**src/rtl/exec_arbiter.sv**
```systemverilog
// exec_arbiter: round-robin two-requester issue into a fixed-latency execute unit.
// It routes each writeback to the requester that issued it, using owner tags.
// Define EXEC_ARB_PERF_EN to add the perf_clr/perf_cnt0/perf_cnt1 accept counters.
module exec_arbiter #(
  parameter int LAT = 1
) (
  input  logic        clk,
  input  logic        rstn,
  input  logic        flush,
  input  logic        req0_valid,
  output logic        req0_ready,
  input  logic [31:0] req0_data1,
  input  logic [31:0] req0_data2,
  input  logic [2:0]  req0_alu_op,
  input  logic [4:0]  req0_shift,
  input  logic        req1_valid,
  output logic        req1_ready,
  input  logic [31:0] req1_data1,
  input  logic [31:0] req1_data2,
  input  logic [2:0]  req1_alu_op,
  input  logic [4:0]  req1_shift,
  output logic        ex_en,
  output logic [31:0] ex_data1,
  output logic [31:0] ex_data2,
  output logic [2:0]  ex_alu_op,
  output logic [4:0]  ex_shift,
  input  logic        ex_wb_en,
  input  logic [31:0] ex_dout,
  input  logic [3:0]  ex_cr,
  output logic        rsp0_valid,
  output logic        rsp1_valid,
  output logic [31:0] rsp_dout,
  output logic [3:0]  rsp_cr,
  output logic        busy
`ifdef EXEC_ARB_PERF_EN
  ,
  input  logic        perf_clr,
  output logic [15:0] perf_cnt0,
  output logic [15:0] perf_cnt1
`endif
);
  logic last, sel, acc, itag;
  logic [LAT-1:0] live, own;
  // grant: lone requester wins outright, contention goes to the one not served last
  assign sel = req1_valid & (~req0_valid | ~last);
  assign req0_ready = req0_valid & ~sel & ~flush;
  assign req1_ready = req1_valid & sel & ~flush;
  assign acc = req0_ready | req1_ready;
  assign rsp0_valid = ex_wb_en & live[LAT-1] & ~own[LAT-1];
  assign rsp1_valid = ex_wb_en & live[LAT-1] & own[LAT-1];
  assign rsp_dout = ex_dout;
  assign rsp_cr = ex_cr;
  assign busy = ex_en | (|live);
  // issue register: latch the winner's operands and owner, hold them when idle
  always_ff @(posedge clk or negedge rstn) begin
    if (!rstn) begin
      last <= 1'b1;
      itag <= 1'b0;
      ex_en <= 1'b0;
      ex_data1 <= '0;
      ex_data2 <= '0;
      ex_alu_op <= '0;
      ex_shift <= '0;
    end else begin
      ex_en <= acc;
      if (acc) begin
        last <= sel;
        itag <= sel;
        ex_data1 <= sel ? req1_data1 : req0_data1;
        ex_data2 <= sel ? req1_data2 : req0_data2;
        ex_alu_op <= sel ? req1_alu_op : req0_alu_op;
        ex_shift <= sel ? req1_shift : req0_shift;
      end
    end
  end
  // tag pipe: shadows the execute latency; flush kills every entry including the one entering
  always_ff @(posedge clk or negedge rstn) begin
    if (!rstn) begin
      live <= '0;
      own <= '0;
    end else begin
      live <= flush ? '0 : LAT'({live, ex_en});
      own <= LAT'({own, itag});
    end
  end
`ifdef EXEC_ARB_PERF_EN
  // saturating per-requester accept counters; clear beats increment
  always_ff @(posedge clk or negedge rstn) begin
    if (!rstn) begin
      perf_cnt0 <= '0;
      perf_cnt1 <= '0;
    end else begin
      perf_cnt0 <= perf_clr ? '0 : perf_cnt0 + 16'(req0_ready & ~&perf_cnt0);
      perf_cnt1 <= perf_clr ? '0 : perf_cnt1 + 16'(req1_ready & ~&perf_cnt1);
    end
  end
`endif
endmodule

```
**config.mk**
```make
export PLATFORM = sky130hd
export DESIGN_NAME = exec_arbiter
export DESIGN_NICKNAME = d
export VERILOG_FILES = /design/src/rtl/exec_arbiter.sv
export SDC_FILE = /design/constraint.sdc
export NUM_CORES = 1
export LEC_CHECK = 0
export CORE_ASPECT_RATIO = 1.25
export CORE_MARGIN = 8
export CORE_UTILIZATION = 40
export DETAILED_ROUTE_END_ITERATION = 7
export DONT_BUFFER_PORTS = 1
export GPL_ROUTABILITY_DRIVEN = 0
export GPL_TIMING_DRIVEN = 0
export PLACE_DENSITY = 0.52
export SYNTH_ARGS = -nofsm -noshare
export SYNTH_HDL_FRONTEND = slang
export SYNTH_SLANG_ARGS = --single-unit
```
**constraint.sdc**
```tcl
create_clock -name clk -period 2.3 [get_ports clk]
set_clock_uncertainty 0.2 [all_clocks]
set_input_delay 0.46 -clock clk [delete_from_list [all_inputs] [get_ports clk]]
set_output_delay 0.46 -clock clk [all_outputs]
set_load 0.02 [all_outputs]
```
Yosys cells after proc, flatten, opt, wreduce, memory -nomap -nowiden
Index checks and enable logic that the tools add are counted.
Storage, ports and cells
  flip-flop bits (word level): 77
  logic and storage cells: 30
Operators by class
  mux-type cells: 5
  bitwise operators: 16
Operators with widths (number)
  $mux 32: 2
  $and 1x1->1: 8
  $mux 5: 1
  $not 1->1: 5
  $mux 3: 1
  $or 1x1->1: 3
  $mux 1: 1

Depth between registers and ports, before layout
Gate-level depths: netlist (run 1).
  depth in word-level cells: 7
  gate-level depth with buffers: 5
  gate-level depth less buffers: 3

Worst setup path before layout (run 1)
OpenSTA, ideal clock, no wires.
  path kind: input to output
  start: input req1_valid
  end: output req0_ready
  arrival time: 1.204 ns
  required time: 1.640 ns
  path slack: 0.436 ns
  stages: 4
  path buffers: 2
  cells stage by stage: a21boi_2 -> buf_4 -> buf_4 -> nor2_1
On the way
  cells in the longest elaborated chain, start to end: 4
Ends and longest elaborated chain
  start: declaration: RTL line 16  | input logic req1_valid,
  $and 1x1->1: RTL line 45  | assign sel = req1_valid & (~req0_valid | ~last);
  $not 1->1: RTL line 46  | assign req0_ready = req0_valid & ~sel & ~flush;
  $and 1x1->1 (2 in series): RTL line 46
  end: declaration: RTL line 11  | output logic req0_ready,
No other way between the ends.

Final worst setup path (run 1)
  start: register last
  end: output req0_ready
On the way
  cells in the longest elaborated chain, start to end: 6
Ends and longest elaborated chain
  start: declaration: RTL line 42  | logic last, sel, acc, itag;
  start signal: assignment: RTL line 67  | last <= sel;
  $not 1->1: RTL line 45
  $or 1x1->1: RTL line 45
  $and 1x1->1: RTL line 45
  $not 1->1: RTL line 46
  $and 1x1->1 (2 in series): RTL line 46
No other way between the ends.

==> results of run 1 <==
[flip-flops by register name (all words and copies together), names as in the netlist]
name	cells
own	1
itag	1
ex_alu_op	3
ex_en	1
ex_shift	5
live	1
ex_data1	32
ex_data2	32
last	1
[metal layers]
metal / vias up / GRT usage [%] / share of wire, %
li1: 1464 / - / -
met1: 1561 / 18.5 / 36
met2: 194 / 32.6 / 54
met3: 17 / 7.06 / 9.0
met4: 0 / 6.46 / 1.9
met5: - / 0 / 0
[layout make-up]
cell class	count	area [um^2]
Sequential cell	77	1930
Buffer	68	552
Multi-Input combinational cell	302	2060
Clock inverter	5	106
Timing Repair Buffer	1	10.0
Clock buffer	11	253
Tap cell	135	169
Fill cell	1061	6000
[cells in the final DEF (no fill, tap or decap), drive strengths merged]
master         n
nand2        145
dfrtp         76
nor2          76
a31oi         72
buf           68
clkbuf        11
bufinv         3
a21bo          1
a21boi         1
nand2b         1
o21ba          1
and3           1
or2            1
nor2b          1
a21o           1
a22o           1
clkinv         1
clkinvlp       1
dlygate4sd3    1
dfstp          1
[worst register-to-register path, cell delays in order (launching register included)]
cell	delay [ns]
dfstp_2	0.56
a21bo_1	0.11
buf_4	0.18
buf_2	0.27
nand2_1	0.13
a31oi_4	0.16
[per-stage QoR]
stage          std cells  cell area [um^2]  hold WS, ns  total power (uW)  worst slack [ns]
6_report             599              5080       -0.376              4520            0.0831
5_1_grt              599              5080       -0.395              4730            0.0103
4_1_cts              599              5080       -0.389              4590            0.0571
3_5_place_dp         582              4710      -0.0327              2890             0.323
3_3_place_gp         582              4710      -0.0333              2870             0.318
2_1_floorplan        447              4540      -0.0356              2690             0.436
[how the worst max path moves through the flow]
stage                    start         end  slack, ns
finish                    last  req0_ready       0.08
global route              last  req0_ready       0.01
CTS                       last  req0_ready       0.06
detailed placement  req1_valid  req0_ready       0.32
global placement    req1_valid  req0_ready       0.32
floorplan           req1_valid  req0_ready       0.44
[kinds of logic (layout without fill, tap and decap cells)]
logic type	count (synthesis)	count (layout)	synth area share (%)
simple gates	225	225	18.8
compound gates	77	77	26.5
flops	77	77	42.5
buf+inv	68	85	12.2
[timing repair]
action	4_1_cts	5_1_grt
endpoints found under the setup margin	1	0
gates resized for setup	1	0
endpoints found under the hold margin	78	77
[power breakdown]
part	leakage, uW	total, uW	switching (uW)	internal [uW]
Combinational	0.00102	863	490	374
Clock	0.000172	1680	563	1120
Sequential	0.000866	1980	418	1560
Total	0.00206	4520	1470	3050
==> metrics.cfg, run 1 <==
[run_status]
status=complete, but fails checks
failed_checks=hold timing

[timing]
final.hold.worst_slack_ns=-0.376
timing.fmax_mhz=451
worst_slew_pin_slew_ns=0.478
report.final.slew_viol_count=0
final.min_clock_period_ns=2.22
rsz0062_at_grt=false
timing.final.crit_share_pct=96.4
setup-violations-final=0
max_slew_margin_pct=68.0
hold_violations=77
tns_ns=0

[worst_setup_path]
max_stage_delay_ns=0.56
critPathArrivalTime_ns=1.56
criticalPathCategory=flop to primary output
ff2ff_setup_slack_ns=0.62
worst_reg_to_reg_cells=5
critical_path.max_fanout=10
critPathLaunchType=flop
timing.critical_path.required_ns=1.64
end_kind=primary output
slowest_library_cell_on_the_worst_path=dfstp_2
cp.buffers_inverters=2
worst-path-stages=4
crit-reg2reg-capture=ex_data2[2]
worstPathCellList=a21boi_2 > buf_4 > buf_4 > nor2_2
reg2reg_from=last
critical-path-top-delay-family=flip-flops
critPathMostFrequentCell=buf_4

[power]
pwr_density_cell_mw_per_mm2=891
power.static_leakage_uw=0.00206
ir_worst_vdd_mv=0.397

[final_layout]
antennaDiodeCount=0
syn_to_final_growth_pct=11.9
num-nets-final=645
post_route_cells_drive_above_1_share_pct=29.7
layout.core_utilization_pct=45.8

[die]
rows=43
die_x_um=111
top_level_ports=300
fp.coreArea_mm2=0.0111
floorplan.initialDensity_pct=41.0
fp.dieH_um=135
design.die.area_mm2=0.0150

[global_route]
grt_overflow_total=0
grt_pass1_wl_um=21300
grt_max_degree=78
grtUsageTotal_pct=18.0
initial_antenna_violation_count=0
first_global_vias=3581

[logic_synthesis]
synth_seq_cells=77
synthDominantCellAreaShare_pct=41.9
synth_enable_flop_cells=0
synth.lib_cells_used.distinct=20
synthesis.nets=633
postSynthCellCount=447
yosys_warnings=0
seq_area_frac_synth_pct=42.5
synth_area_leaders=dfrtp_1, a31oi_4, nand2_1
post_synthesis_async_set_or_reset_flop_share_pct=100
synth_top_area_cell=dfrtp_1
ys_dominant_reg_cell=dfrtp_1
synth.most_common_cell=nand2_1
synthesis.area_mm2=0.00454
post_synth_most_frequent_cells=nand2_1, dfrtp_1, nor2_1
syn_area_per_cell_um2=10.2

[job]
drv.max_cap_violation_count=0

[clock_network]
cts.clk_slew.worst_paths_ns=0.06
ctsLongestPathBuffers=2
post-cts-setup-buffers=0
cts_tree=built
cts-root-buf=clkbuf_16
clkLatencyLatePin_ns=0.32
cts-buffers-inserted=9
cts-hold-fix-buffers=1
tritoncts_num_sinks=77
clock_tree.htree_level_count=3

[place]
dp_hpwl_um=11300
placement.io_buffers=0

[routing]
drt_iter0_drc=126
avg_wl_per_cell_um=23.6
remaining_antenna_violation_count=0
dr_total_vias=3236
drt_pass1_iterations=4
total_drc_errors_in_the_routed_layout=0
vias_per_cell=5.40
finalWirelength_um=14200

[hold_path]
min_path_type=input port to async pin

(Power assumes the default switching activity.)
==> inputs of run 2 (changes only) <==
Settings changed: CORE_AREA set to 8 8 110 112, CORE_ASPECT_RATIO 1.25 to not set, CORE_MARGIN 8 to not set, CORE_UTILIZATION 40 to not set, DIE_AREA set to 0 0 118 120, MAX_ROUTING_LAYER set to met4, PLACE_DENSITY 0.52 to 0.57.
==> metrics.cfg, run 2 (synthesized netlist as in run 1, its figures left out) <==
[run_status]
status=complete, but fails checks
failed_checks=hold timing

[routing]
total_drc_errors_in_the_routed_layout=0  ; unchanged
met2RoutedLength_um=6930  ; -8.7%
avg_wl_per_cell_um=22.2  ; -6.2%
vias_per_cell=5.32  ; -1.5%
dr_total_vias=3214  ; -0.68%
route.layer.met1.wl_um=5230  ; +3.9%
routed.top_layer=met4
finalWirelength_um=13400  ; -5.4%
drt_iter0_drc=214  ; +70%
remaining_antenna_violation_count=0  ; unchanged
drt_pass1_iterations=4  ; unchanged
wl_met3_um=1130  ; -11%

[hold_path]
min_path_type=input port to async pin

[job]
drv.max_cap_violation_count=0  ; unchanged

[final_layout]
antennaDiodeCount=0  ; unchanged
reg_top3=ex_data1: 32 flops, ex_data2: 32 flops, ex_shift: 5 flops
post_route_cells_drive_above_1_share_pct=29.3  ; -0.43 points
finalInstanceArea_mm2=0.00496  ; -2.3%
syn_to_final_growth_pct=9.34
fin_cells=604  ; +0.83%
num-nets-final=645  ; unchanged
layout.core_utilization_pct=47.2  ; +1.4 points
fill_cells=1001  ; -5.7%
layout_common_cells=nand2_1, dfrtp_1, nor2_1
mostFrequentLayoutCell=nand2_1

[clock_network]
cts-root-buf=clkbuf_8
cts_tree=built
cts.clk_slew.worst_paths_ns=0.09  ; +0.03 ns
ctsLongestPathBuffers=2  ; unchanged
cts-buffers-inserted=9  ; unchanged
clkLatencyLatePin_ns=0.34  ; +0.02 ns
cts-hold-fix-buffers=1  ; unchanged
tritoncts_num_sinks=77  ; unchanged
post-cts-setup-buffers=0  ; unchanged
clock_tree.htree_level_count=3  ; unchanged

[die]
fp.coreArea_mm2=0.0105  ; -5.2%
design.die.area_mm2=0.0142  ; -5.8%
floorplan.initialDensity_pct=43.2  ; +2.2 points
rows=38  ; -12%
die_x_um=118  ; +6.0%
fp.dieH_um=120  ; -11%
top_level_ports=300  ; unchanged

[global_route]
initial_antenna_violation_count=0  ; unchanged
grt_pass1_wl_um=20400  ; -3.9%
grtUsageTotal_pct=19.0  ; +0.91 points
grt_overflow_total=0  ; unchanged
first_global_vias=3490  ; -2.5%
grt_max_degree=78  ; unchanged

[worst_setup_path]
critPathLaunch=last
critical_path.max_fanout=10  ; unchanged
critPathArrivalTime_ns=1.52  ; -0.04 ns
worstPathCellList=a21boi_2 > buf_4 > buf_4 > nor2_4
end_kind=primary output
cp.buffers_inverters=2  ; unchanged
worst_reg_to_reg_cells=5  ; unchanged
slowest_library_cell_on_the_worst_path=dfstp_2
max_stage_delay_ns=0.57  ; about the same
criticalPathCategory=flop to primary output
critPathMostFrequentCell=buf_4
timing.critical_path.required_ns=1.64  ; about the same
critical-path-top-delay-family=flip-flops
ff2ff_setup_slack_ns=0.60  ; -0.02 ns
critPathLaunchType=flop
worst-path-stages=4  ; unchanged
reg2reg_from=last

[power]
pwr_density_cell_mw_per_mm2=817  ; -8.2%
power.total_uw=4060  ; -10%
ir_worst_vdd_mv=0.332  ; -16%
power.static_leakage_uw=0.00201  ; -2.6%

[timing]
max_slew_margin_pct=66.7  ; -1.3 points
rsz0062_at_grt=false
worst_slew_pin_slew_ns=0.498  ; +0.0192 ns
final.hold.worst_slack_ns=-0.407  ; -0.0312 ns
tns_ns=0  ; unchanged
report.final.slew_viol_count=0  ; unchanged
hold_violations=77  ; unchanged
timing.final.crit_share_pct=95.0  ; -1.4 points
setup-violations-final=0  ; unchanged
final.min_clock_period_ns=2.18  ; -0.0323 ns
timing.fmax_mhz=458  ; +1.5%

[place]
placedInstanceArea_mm2=0.00471  ; +0.13%
placement.io_buffers=0  ; unchanged
place_inst=587  ; +0.86%
dp_hpwl_um=10600  ; -6.3%

run 2: cell count changes in the layout (fill, tap and decap cells not counted):
cell | previous run | this run
clkbuf_16 | 9 | 0
clkbuf_8 | 2 | 9
clkbuf_1 | 0 | 2
clkinv_2 | 0 | 2
clkinv_4 | 1 | 0
clkinvlp_4 | 1 | 0
nor2_2 | 1 | 0
nor2_4 | 0 | 1
run 2: final cells by class:
type                            count  area [um^2]  share of cell area [%]
Tap cell                          140          175                    3.53
Timing Repair Buffer                1         10.0                   0.202
Buffer                             68          552                    11.1
Clock buffer                       11          131                    2.65
Sequential cell                    77         1930                    38.8
Multi-Input combinational cell    302         2070                    41.6
Clock inverter                      5          100                    2.02
run 2: power breakdown:
| group | leakage [uW] | internal (uW) | switching [uW] |
|---|---|---|---|
| registers | 0.000866 | 1560 | 421 |
| clock network | 0.000117 | 719 | 502 |
| logic | 0.00102 | 374 | 483 |
| total | 0.00201 | 2650 | 1410 |
run 2: layer usage:
metal  up-vias  global-route usage (%)
met5         -                       -
met4         0                    5.12
met3         9                    6.06
met2       170                    31.8
met1      1571                    21.5
li1       1464                       -
run 2: worst paths after layout:
check / end
max: req0_ready
min: ex_data1[23]
max reg2reg: ex_data2[21]
min reg2reg: own
max in group asynchronous: last
min in group clk: last
run 2: metrics by stage:
| stage | worst slack [ns] | hold WS, ns |
|---|---|---|
| 2_1_floorplan | 0.436 | -0.0356 |
| 3_3_place_gp | 0.315 | -0.0334 |
| 3_5_place_dp | 0.313 | -0.0334 |
| 4_1_cts | 0.0165 | -0.429 |
| 5_1_grt | 0.0492 | -0.434 |
| 6_report | 0.115 | -0.407 |
run 2: what timing repair did:
item	4_1_cts	5_1_grt
endpoints found under the hold margin	78	77
resized for setup	1	1
endpoints found under the setup margin	1	1
==> inputs of run 3 (changes only) <==
Settings changed: RECOVER_POWER set to 50.
==> metrics.cfg, run 3 (synthesized netlist as in run 1, its figures left out) <==
[run_status]
status=complete, but fails checks
failed_checks=hold timing

[place]
placement.io_buffers=0  ; unchanged
placedInstanceArea_mm2=0.00471  ; unchanged
dp_slack_ns=0.313  ; unchanged
dp_hpwl_um=10600  ; unchanged

[worst_setup_path]
critical_path.max_fanout=10  ; unchanged
critPathLaunchType=flop
ff2ff_setup_slack_ns=0.59  ; about the same
critPathArrivalTime_ns=1.52  ; about the same
critPathLaunch=last
criticalPathCategory=flop to primary output
reg2reg_from=last
end_kind=primary output
timing.critical_path.required_ns=1.64  ; about the same

[clock_network]
cts_tree=built
post-cts-setup-buffers=0  ; unchanged
cts-hold-fix-buffers=1  ; unchanged
clkLatencyLatePin_ns=0.34  ; about the same
ctsLongestPathBuffers=2  ; unchanged
cts-buffers-inserted=9  ; unchanged
clock_tree.htree_level_count=3  ; unchanged
cts.clk_slew.worst_paths_ns=0.09  ; about the same
cts-root-buf=clkbuf_8
tritoncts_num_sinks=77  ; unchanged

[global_route]
grt_max_degree=78  ; unchanged
grt_overflow_total=0  ; unchanged
grt_pass1_wl_um=20400  ; unchanged
first_global_vias=3490  ; unchanged
grtUsageTotal_pct=19.0  ; unchanged
initial_antenna_violation_count=0  ; unchanged

[power]
power.static_leakage_uw=0.00187  ; -6.7%
power.total_uw=4030  ; -0.67%
pwr_density_cell_mw_per_mm2=835  ; +2.1%
ir_worst_vdd_mv=0.332  ; about the same

[die]
rows=38  ; unchanged
fp.coreArea_mm2=0.0105  ; unchanged
fp.dieH_um=120  ; unchanged
design.die.area_mm2=0.0142  ; unchanged
floorplan.initialDensity_pct=43.2  ; unchanged
die_x_um=118  ; unchanged
top_level_ports=300  ; unchanged

[final_layout]
syn_to_final_growth_pct=6.34
fill_cells=1048  ; +4.7%
finalInstanceArea_mm2=0.00483  ; -2.7%
layout_common_cells=nand2_1, dfrtp_1, nor2_1
multi_input_gate_area_in_the_final_layout_mm2=0.00207  ; unchanged
post_route_cells_drive_above_1_share_pct=21.3  ; -8.0 points
layout.area.seq_mm2=0.00193  ; unchanged
reg_top3=ex_data1: 32 flops, ex_data2: 32 flops, ex_shift: 5 flops
mostFrequentLayoutCell=nand2_1
antennaDiodeCount=0  ; unchanged
layout.core_utilization_pct=45.9  ; -1.3 points
num-nets-final=645  ; unchanged

[timing]
setup_slack_ns=0.116  ; +0.000537 ns
report.final.slew_viol_count=0  ; unchanged
timing.final.crit_share_pct=95.0  ; about the same
timing.fmax_mhz=458  ; about the same
setup-violations-final=0  ; unchanged
worst_slew_pin_slew_ns=0.500  ; +0.00243 ns
hold_violations=77  ; unchanged
final.min_clock_period_ns=2.18  ; -0.000537 ns
tns_ns=0  ; unchanged
max_slew_margin_pct=66.5  ; -0.16 points
rsz0062_at_grt=false
final.hold.worst_slack_ns=-0.407  ; -0.000262 ns

[routing]
remaining_antenna_violation_count=0  ; unchanged
total_drc_errors_in_the_routed_layout=0  ; unchanged
drt_pass1_iterations=4  ; unchanged
drt_iter0_drc=218  ; +1.9%
finalWirelength_um=13500  ; +0.36%
dr_total_vias=3213  ; -0.031%
avg_wl_per_cell_um=22.3  ; +0.36%
vias_per_cell=5.32  ; about the same

[hold_path]
min_path_type=input port to async pin

[job]
drv.max_cap_violation_count=0  ; unchanged

run 3: changes by cell type in the layout (fill, tap and decap cells not counted), sizes merged:
cell,change
buf,-37
clkbuf,+37
run 3: final cells by class:
| cell class | instances | share of cell area, % |
|---|---|---|
| clock buffers | 11 | 2.72 |
| well taps | 140 | 3.63 |
| plain buffers | 68 | 8.61 |
| clock inverters | 5 | 2.07 |
| multi-input cells | 302 | 42.8 |
| repair buffers | 1 | 0.207 |
| flip-flops and latches | 77 | 39.9 |
run 3: power breakdown:
group / switching (uW) / internal, uW
logic: 484 / 346
clock network: 502 / 719
registers: 421 / 1560
total: 1410 / 2620
run 3: worst paths after layout:
path	endpoint	cells after the start
max in group asynchronous	last	0
min in group clk	last	1
min reg2reg	own	0
max reg2reg	ex_data2[21]	5
min	ex_data1[23]	0
max	req0_ready	4
run 3: critical path: stages (launching register included):
cell	delay (ns)
dfstp_2	0.57
a21boi_2	0.05
buf_4	0.18
buf_4	0.19
nor2_4	0.19
run 3: timing repair:
action,CTS,global route
resized for setup,1,1
pin swaps,0,0
endpoints found under the setup margin,1,1
endpoints found under the hold margin,78,77
run 3: routing by layer:
metal,track usage (%),vias up,part of all wire (%)
li1,-,1462,-
met1,21.5,1571,39
met2,31.8,171,51
met3,6.06,9,8.4
met4,5.12,0,0.85
met5,-,-,0
run 3: metrics by stage:
stage / hold slack [ns] / instances
finish: -0.407 / 604
global route: -0.434 / 604
CTS: -0.429 / 604
detailed placement: -0.0334 / 587
global placement: -0.0334 / 587
floorplan: -0.0356 / 447
